==> config.mk <==
export PLATFORM = sky130hd
export DESIGN_NAME = mem_port_sched
export DESIGN_NICKNAME = d
export VERILOG_FILES = /design/src/rtl/mem_port_sched_pkg.sv /design/src/rtl/mem_port_sched_rr_pick2.sv /design/src/rtl/mem_port_sched.sv
export SDC_FILE = /design/constraint.sdc
export NUM_CORES = 1
export LEC_CHECK = 0
export CAP_MARGIN = 30
export CORE_AREA = 2 2 246 248
export DETAILED_ROUTE_END_ITERATION = 10
export DIE_AREA = 0 0 248 250
export HOLD_SLACK_MARGIN = 0.12
export PLACE_DENSITY = 0.55
export RECOVER_POWER = 50
export SYNTH_ARGS = -nofsm -noshare
export SYNTH_HDL_FRONTEND = slang
export SYNTH_SLANG_ARGS = --single-unit
==> constraint.sdc <==
create_clock -name clk -period 2.68 [get_ports clk]
set_input_delay 0.67 -clock clk [delete_from_list [all_inputs] [get_ports clk]]
set_output_delay 0.67 -clock clk [all_outputs]
set_load 0.03 [all_outputs]
==> src/rtl/mem_port_sched_pkg.sv <==
// Shared types and default sizes for the memory-port scheduler.
// The _DEF suffix keeps the defaults distinct from the module parameters.
package mem_port_sched_pkg;

    localparam int XLEN_DEF      = 32;
    localparam int LINE_BITS_DEF = 128;
    localparam int TIMEOUT_DEF   = 64;

    typedef enum logic {
        OWNER_I,
        OWNER_D
    } owner_e;

    typedef enum logic [1:0] {
        IDLE,
        ISSUE,
        WAIT,
        RESP
    } sched_state_e;

endpackage

==> src/rtl/mem_port_sched_rr_pick2.sv <==
// Two-way round-robin pick: on a tie the requester that did not own the
// port last wins.
module rr_pick2
    import mem_port_sched_pkg::*;
(
    input  logic   ireq_valid,
    input  logic   dreq_valid,
    input  owner_e last_owner,
    output logic   pick_valid,
    output owner_e pick_owner
);

    always_comb begin
        pick_valid = ireq_valid | dreq_valid;
        pick_owner = OWNER_D;
        if (ireq_valid && dreq_valid) begin
            pick_owner = (last_owner == OWNER_I) ? OWNER_D : OWNER_I;
        end else if (ireq_valid) begin
            pick_owner = OWNER_I;
        end
    end

endmodule

==> src/rtl/mem_port_sched.sv <==
// Shares the single memory port between icache and dcache: round-robin
// grant, one outstanding transaction, response routing and a timeout.
module mem_port_sched
    import mem_port_sched_pkg::*;
#(
    parameter int XLEN      = XLEN_DEF,
    parameter int LINE_BITS = LINE_BITS_DEF,
    parameter int TIMEOUT   = TIMEOUT_DEF
) (
    input  logic                 clk,
    input  logic                 reset,
    input  logic                 ireq_valid,
    input  logic [XLEN-1:0]      ireq_addr,
    input  logic                 dreq_valid,
    input  logic                 dreq_write,
    input  logic [XLEN-1:0]      dreq_addr,
    input  logic [LINE_BITS-1:0] dreq_wdata,
    output logic                 igrant,
    output logic                 dgrant,
    output logic                 mem_valid,
    output logic                 mem_write,
    output logic [XLEN-1:0]      mem_addr,
    output logic [LINE_BITS-1:0] mem_wdata,
    input  logic                 mem_ready,
    input  logic                 mem_rvalid,
    input  logic [LINE_BITS-1:0] mem_rdata,
    output logic                 iresp_valid,
    output logic                 dresp_valid,
    output logic [LINE_BITS-1:0] resp_rdata,
    output logic                 timeout_err,
    output sched_state_e         dbg_state
);

    // Handshakes: a request transfers in the cycle its valid is high and the
    // matching grant is high (grant is combinational from IDLE + pick); the
    // memory request transfers when mem_valid && mem_ready, and mem_valid and
    // its fields stay stable until then. mem_rvalid is only honoured in WAIT.

    localparam int CW = $clog2(TIMEOUT);
    localparam logic [CW-1:0] CNT_LAST = CW'(TIMEOUT - 1);

    sched_state_e  state;
    owner_e        owner;
    owner_e        last_owner;
    logic [CW-1:0] cnt;
    logic          pick_valid;
    owner_e        pick_owner;
    logic          take;

    rr_pick2 u_pick (
        .ireq_valid (ireq_valid),
        .dreq_valid (dreq_valid),
        .last_owner (last_owner),
        .pick_valid (pick_valid),
        .pick_owner (pick_owner)
    );

    // Gated by reset so no grant can leak out while the block is held in reset.
    assign take      = reset && (state == IDLE) && pick_valid;
    assign igrant    = take && (pick_owner == OWNER_I);
    assign dgrant    = take && (pick_owner == OWNER_D);
    assign dbg_state = state;

    always_ff @(posedge clk or negedge reset) begin
        if (!reset) begin
            state       <= IDLE;
            owner       <= OWNER_D;
            last_owner  <= OWNER_D;
            cnt         <= '0;
            mem_valid   <= 1'b0;
            mem_write   <= 1'b0;
            mem_addr    <= '0;
            mem_wdata   <= '0;
            iresp_valid <= 1'b0;
            dresp_valid <= 1'b0;
            resp_rdata  <= '0;
            timeout_err <= 1'b0;
        end else begin
            iresp_valid <= 1'b0;
            dresp_valid <= 1'b0;
            timeout_err <= 1'b0;
            case (state)
                IDLE: begin
                    if (pick_valid) begin
                        owner     <= pick_owner;
                        mem_valid <= 1'b1;
                        state     <= ISSUE;
                        if (pick_owner == OWNER_I) begin
                            mem_write <= 1'b0;
                            mem_addr  <= ireq_addr;
                            mem_wdata <= '0;
                        end else begin
                            mem_write <= dreq_write;
                            mem_addr  <= dreq_addr;
                            mem_wdata <= dreq_wdata;
                        end
                    end
                end
                ISSUE: begin
                    if (mem_ready) begin
                        mem_valid  <= 1'b0;
                        cnt        <= '0;
                        last_owner <= owner;
                        state      <= WAIT;
                    end
                end
                WAIT: begin
                    // A response arriving on the last allowed cycle beats the abort.
                    if (mem_rvalid) begin
                        resp_rdata  <= mem_rdata;
                        iresp_valid <= (owner == OWNER_I);
                        dresp_valid <= (owner == OWNER_D);
                        state       <= RESP;
                    end else if (cnt == CNT_LAST) begin
                        timeout_err <= 1'b1;
                        state       <= IDLE;
                    end else begin
                        cnt <= cnt + 1'b1;
                    end
                end
                RESP: state <= IDLE;
                default: state <= IDLE;
            endcase
        end
    end

endmodule

* Word level (Yosys, flattened, before mapping)
Index checks and enable logic that the tools add are counted.
Operators by class: add/subtract/negate cells 1, equality and inequality tests 9, mux-type cells 25, bitwise logic cells 3, reductions and logical operators 14
Operators by type and width (count):
- $mux W128 | 1
- $mux W32 | 1
- $mux W6 | 3
- $mux W1 | 13
- $pmux W6 S2 | 1
- $mux W2 | 4
- $ne A2 B2 Y1 const B | 4
- $pmux W2 S4 | 1
- $add A6 B1 Y6 const B | 1
- $eq A6 B6 Y1 const B | 1
- $reduce_and A2 Y1 | 3
- $reduce_and A3 Y1 | 2
- $logic_and A1 B1 Y1 | 5
- $eq A2 B2 Y1 const B | 2
- $reduce_and A4 Y1 | 1
- $reduce_bool A2 Y1 | 2
- $ne A3 B3 Y1 const B | 1
- $eq A2 B1 Y1 const B | 1
- $logic_not A2 Y1 | 1
- $not A1 Y1 | 2
- $pmux W1 S2 | 1
- $or A1 B1 Y1 | 1
Storage, ports and cells: register bits 303, input port bits 327, output and inout bits 297, word-level logic and storage cells 64

* Depth between registers and ports, before layout
word-level depth 4, mapped depth 6, depth with buffers taken out 5

* Cells and area by module
From an unflattened synthesis, not the netlist that was laid out.
Second synthesis, totals: cells, all modules 1040, area total of the unflattened synthesis 12294.3 um2
By module, submodules not included:
- mem_port_sched | instances 1, cells an instance 1037, area each 12279.3 um2, sequential area each 7584.8 um2
- rr_pick2 | instances 1, cells an instance 3, area each 15.0 um2, sequential area each 0.0 um2

* Least setup slack after synthesis
No wires, ideal clock.
path kind input -> output, start point input port dreq_valid, end point output port dgrant, data arrival time 1913 ps, data required time 2010 ps, path slack 97 ps, stages on the path 5, buffers on the path 2, path through inv_1 -> o21ai_0 -> buf_4 -> buf_6 -> nor3b_1
On the way: cells in the longest elaborated chain, start to end 3, elaborated cells between the ends (all ways) 5, those cells by class mux: 1; bitwise: 1; reduce/logical: 3
Ends and longest elaborated chain:
- from (decl) | RTL line mem_port_sched.sv:14 | input logic dreq_valid,
- $or A1 B1 Y1 or $logic_and A1 B1 Y1 (tied branches) | RTL line mem_port_sched_rr_pick2.sv:14, mem_port_sched_rr_pick2.sv:16
- $logic_and A1 B1 Y1 or $mux W1 (tied branches) | RTL line mem_port_sched.sv:59, mem_port_sched_rr_pick2.sv:16
- $logic_and A1 B1 Y1 * | RTL line mem_port_sched.sv:61 | assign dgrant = take && (pick_owner == OWNER_D);
- to (decl) | RTL line mem_port_sched.sv:19 | output logic dgrant,
Mark *: on every way between the ends. The rest lies on a longest branch, timed or not.

* Final worst setup path
start point register state[0] (netlist: dbg_state[0]), end point output port dgrant
On the way: cells in the longest elaborated chain, start to end 4
Ends and longest elaborated chain:
- from (decl) | RTL line mem_port_sched.sv:42 | sched_state_e state;
- from (signal assigned) | RTL line mem_port_sched.sv:66 | state <= IDLE;
- from (signal assigned) | RTL line mem_port_sched.sv:87 | state <= ISSUE;
- from (signal assigned) | RTL line mem_port_sched.sv:104 | state <= WAIT;
- $logic_not A2 Y1 | RTL line mem_port_sched.sv:59 | assign take = reset && (state == IDLE) && pick_valid;
- $logic_and A1 B1 Y1 (2 in series) | RTL line mem_port_sched.sv:59
- $logic_and A1 B1 Y1 | RTL line mem_port_sched.sv:61
No other way between the ends.

==> metrics.txt <==
status complete, no violations; Worst R2R Path Depth 4; sequential area share after synthesis around 66%; Net Sw Frac between 40% and 50%; P per Cell Area ~1400 nW/um^2; Mapped Area 11,430 um^2; Worst slew margin around 20%; fillers 5,931; Final Non-Filler Cells approximately 2,200; DRC Markers 0; HP Class reg2reg; DR WL/cell around 18 um; post-layout min period ~2.5 ns; post-route ant nets 0; largest net degree at the start of global routing roughly 130; initial antenna violation count 5; Worst Path Required between 2 and 2.5 ns; flop-to-flop setup slack just over 0.4 ns; gp weighted congestion 0.7816; syn nets 1,090; Max VDD drop around 680 uV; worst-path fanout max 5; clk sinks between 300 and 400; final max-slew violation count 0; Final Power 0.02714 W; Post-Synth Adder-Cell Area 0.1094%; Starting Density a little under a fifth; unrepaired setup endpoints after global routing false; Synth Register Bits 303; Peak Freq 393.0 MHz; Distinct cells, synth 30; MaxCap Viol Count 0; mux cell area share after synthesis 15.58%; yosys warns 0; post-layout worst setup margin approximately 0.14 ns; switching power total between 0.01 and 0.015 W; commonest non-fill, non-tap cell in the layout clkdlybuf4s50_1; vias in the first global route 9,590; critical setup path kind reg2out; first drt pass iteration count 4; largest family of logic cells by synthesized area multiplexers; post-detailed-routing wire length about 40,000 um; crit path to dgrant; Congestion Overflow GR 0; first-pass GRT wire length slightly below 60,000 um; Site Rows 90; CP endpoint kind output pin; clock buffers created by TritonCTS 39; Max Buffers Root-to-Sink 3; LEAKAGE approximately 8.5 nW; CTS tree built; layout cell share with drive strength beyond 1 16.12%; Core Box Area 59,570 um^2; worst-margin pin slew 1.196 ns; # nets final ~1,700; clock-pin slew on the worst setup and hold paths about 0.06 ns; IO buf count between 600 and 700; Seq pwr share between 30% and 40%; clock group share of total power 19.9%; Die Span Y around 250 um; Layout Skew roughly 0.015 ns; Final Hold Fails 0; Comb pwr share between 50% and 60%; Crit Reg-Reg Endpoint resp_rdata[6]$_DFFE_PN0P_; die width ~250 um; Startpoint Class register; final setup vio count 0; Synth Area in XOR/XNOR less than 1%; RR Startpoint dbg_state[0]$_DFFE_PN0P_; DR iter-0 viols 310; most frequent cells in the layout 617 x clkdlybuf4s50_1, 299 x dfrtp_1, 129 x a22o_1; syn_area_per_cell 15.00 um^2; Root Buffer clkbuf_16; via/cell ratio roughly 4; synth-to-layout area growth 74.15%; crit share post-route 94.94%; Skew-Pair Late Insertion Delay around 0.54 ns; vias 8,812; diodes inserted 0; Pint 0.01628 W; H-tree levels 2; Arr. time, crit path about 1.9 ns; io pins about 620; die area between 60,000 and 70,000 um^2; Total Routing Usage GR about an eighth; DPL Wire Length a little under 30,000 um; Cells after Synth ~760; complex-gate fraction of the synthesized area between 10% and 20%; Synth Area in Simple Gates around 2.3%; Cells after DPL between 2,000 and 2,500; start point of the critical path dbg_state[0]$_DFFE_PN0P_; Setup WS pre-CTS -0.1446 ns
-- logic make-up after synthesis --
family | count (synthesis)
XOR/XNOR | 1
AO/OA/AOI/OAI | 176
flip-flops | 303
AND/OR/NAND/NOR | 60
multiplexers | 162
buffers and inverters | 59
adder cells (fa/ha/maj) | 1
-- critical path, stage by stage (launching register included) --
cell and delay, ns:
dfrtp_2 0.46, nor2_4 0.14, buf_4 0.15, o21ai_4 0.09
nor3b_1 0.19, buf_4 0.14, buf_4 0.15
-- power groups by stage --
stage | clock (W) | sequential [W] | combinational, W
3_5_place_dp | 0 | 0.00816 | 0.0138
5_1_grt | 0.00583 | 0.00845 | 0.0143
4_1_cts | 0.00565 | 0.00818 | 0.0138
2_1_floorplan | 0 | 0.0124 | 0.00319
6_report | 0.00541 | 0.00815 | 0.0136
3_3_place_gp | 0 | 0.00815 | 0.0137
-- how the worst min path moves through the flow --
stage | slack [ns] | endpoint | cells past startpoint | from
after floorplan | 0.37 | cnt[0]$_DFFE_PN0P_ | 0 | reset
after global placement | 0.46 | mem_addr[22]$_DFFE_PN0P_ | 2 | mem_addr[22]$_DFFE_PN0P_
after detailed placement | 0.47 | mem_addr[19]$_DFFE_PN0P_ | 2 | mem_addr[19]$_DFFE_PN0P_
after CTS | 0.20 | resp_rdata[117]$_DFFE_PN0P_ | 2 | reset
after global routing | 0.51 | mem_addr[27]$_DFFE_PN0P_ | 2 | mem_addr[27]$_DFFE_PN0P_
final | 0.48 | mem_valid$_DFFE_PN0P_ | 2 | mem_valid$_DFFE_PN0P_
-- per-layer routing --
| layer | vias to the layer above | GRT usage [%] | share of wire [%] |
|---|---|---|---|
| met4 | 8 | 3.901 | 2.6 |
| met1 | 4271 | 14.13 | 38 |
| li1 | 4051 | - | - |
| met3 | 71 | 5.044 | 10 |
| met2 | 411 | 21.42 | 49 |
| met5 | - | 0 | 0.12 |
-- registers in the layout, summed over array words and instances (netlist names) --
signal       flops
dresp_valid      1
timeout_err      1
mem_valid        1
mem_addr        32
owner            1
last_owner       1
dbg_state        2
iresp_valid      1
mem_wdata      128
resp_rdata     128
cnt              6
mem_write        1
-- cell type report --
| type | count | area (um^2) | share of cell area, % |
|---|---|---|---|
| Inverter | 5 | 18.77 | 0.09427 |
| Clock inverter | 20 | 250.2 | 1.257 |
| Tap cell | 782 | 978.4 | 4.915 |
| Clock buffer | 50 | 1077 | 5.411 |
| Multi-Input combinational cell | 400 | 3501 | 17.58 |
| Sequential cell | 303 | 7587 | 38.11 |
| Timing Repair Buffer | 649 | 6496 | 32.63 |
-- synth_stat cells (all sizes together) --
cell / number / area share (%)
nand2b: 1 / 0.055
xor2: 1 / 0.077
nor3b: 1 / 0.066
nor3: 4 / 0.18
a21boi: 1 / 0.066
o2bb2ai: 3 / 0.23
dfrtp: 301 / 66
nand3b: 1 / 0.066
o311ai: 2 / 0.15
and3: 3 / 0.16
dfstp: 2 / 0.46
a21o: 1 / 0.066
a22o: 129 / 9.9
a31o: 1 / 0.077
ha: 1 / 0.11
nor2: 6 / 0.20
inv: 5 / 0.16
nand3: 4 / 0.22
mux2: 128 / 13
mux2i: 34 / 3.0
buf: 47 / 3.0
clkbuf: 7 / 0.23
nand2: 40 / 1.3
o21ai: 36 / 1.6
a21oi: 3 / 0.16
-- stage by stage --
stage	setup TNS, ns	instance area (um^2)	utilization [%]	hold slack [ns]
floorplan	0	11430	-	0.3744
global route	0	19910	33.42	0.5070
CTS	-0.01264	20000	33.57	0.2011
detailed placement	-0.2138	18650	31.31	0.4694
global placement	-0.2539	18650	31.31	0.4638
finish	0	19910	33.42	0.4763
-- repair_timing --
item / CTS / global route
setup buffers: 0 / 1
resized for setup: 7 / 1
pin swaps: 1 / 1
endpoints found under the setup margin: 2 / 2
hold buffers: 0 / 0
Note: power is estimated with default switching activity, not from simulation.
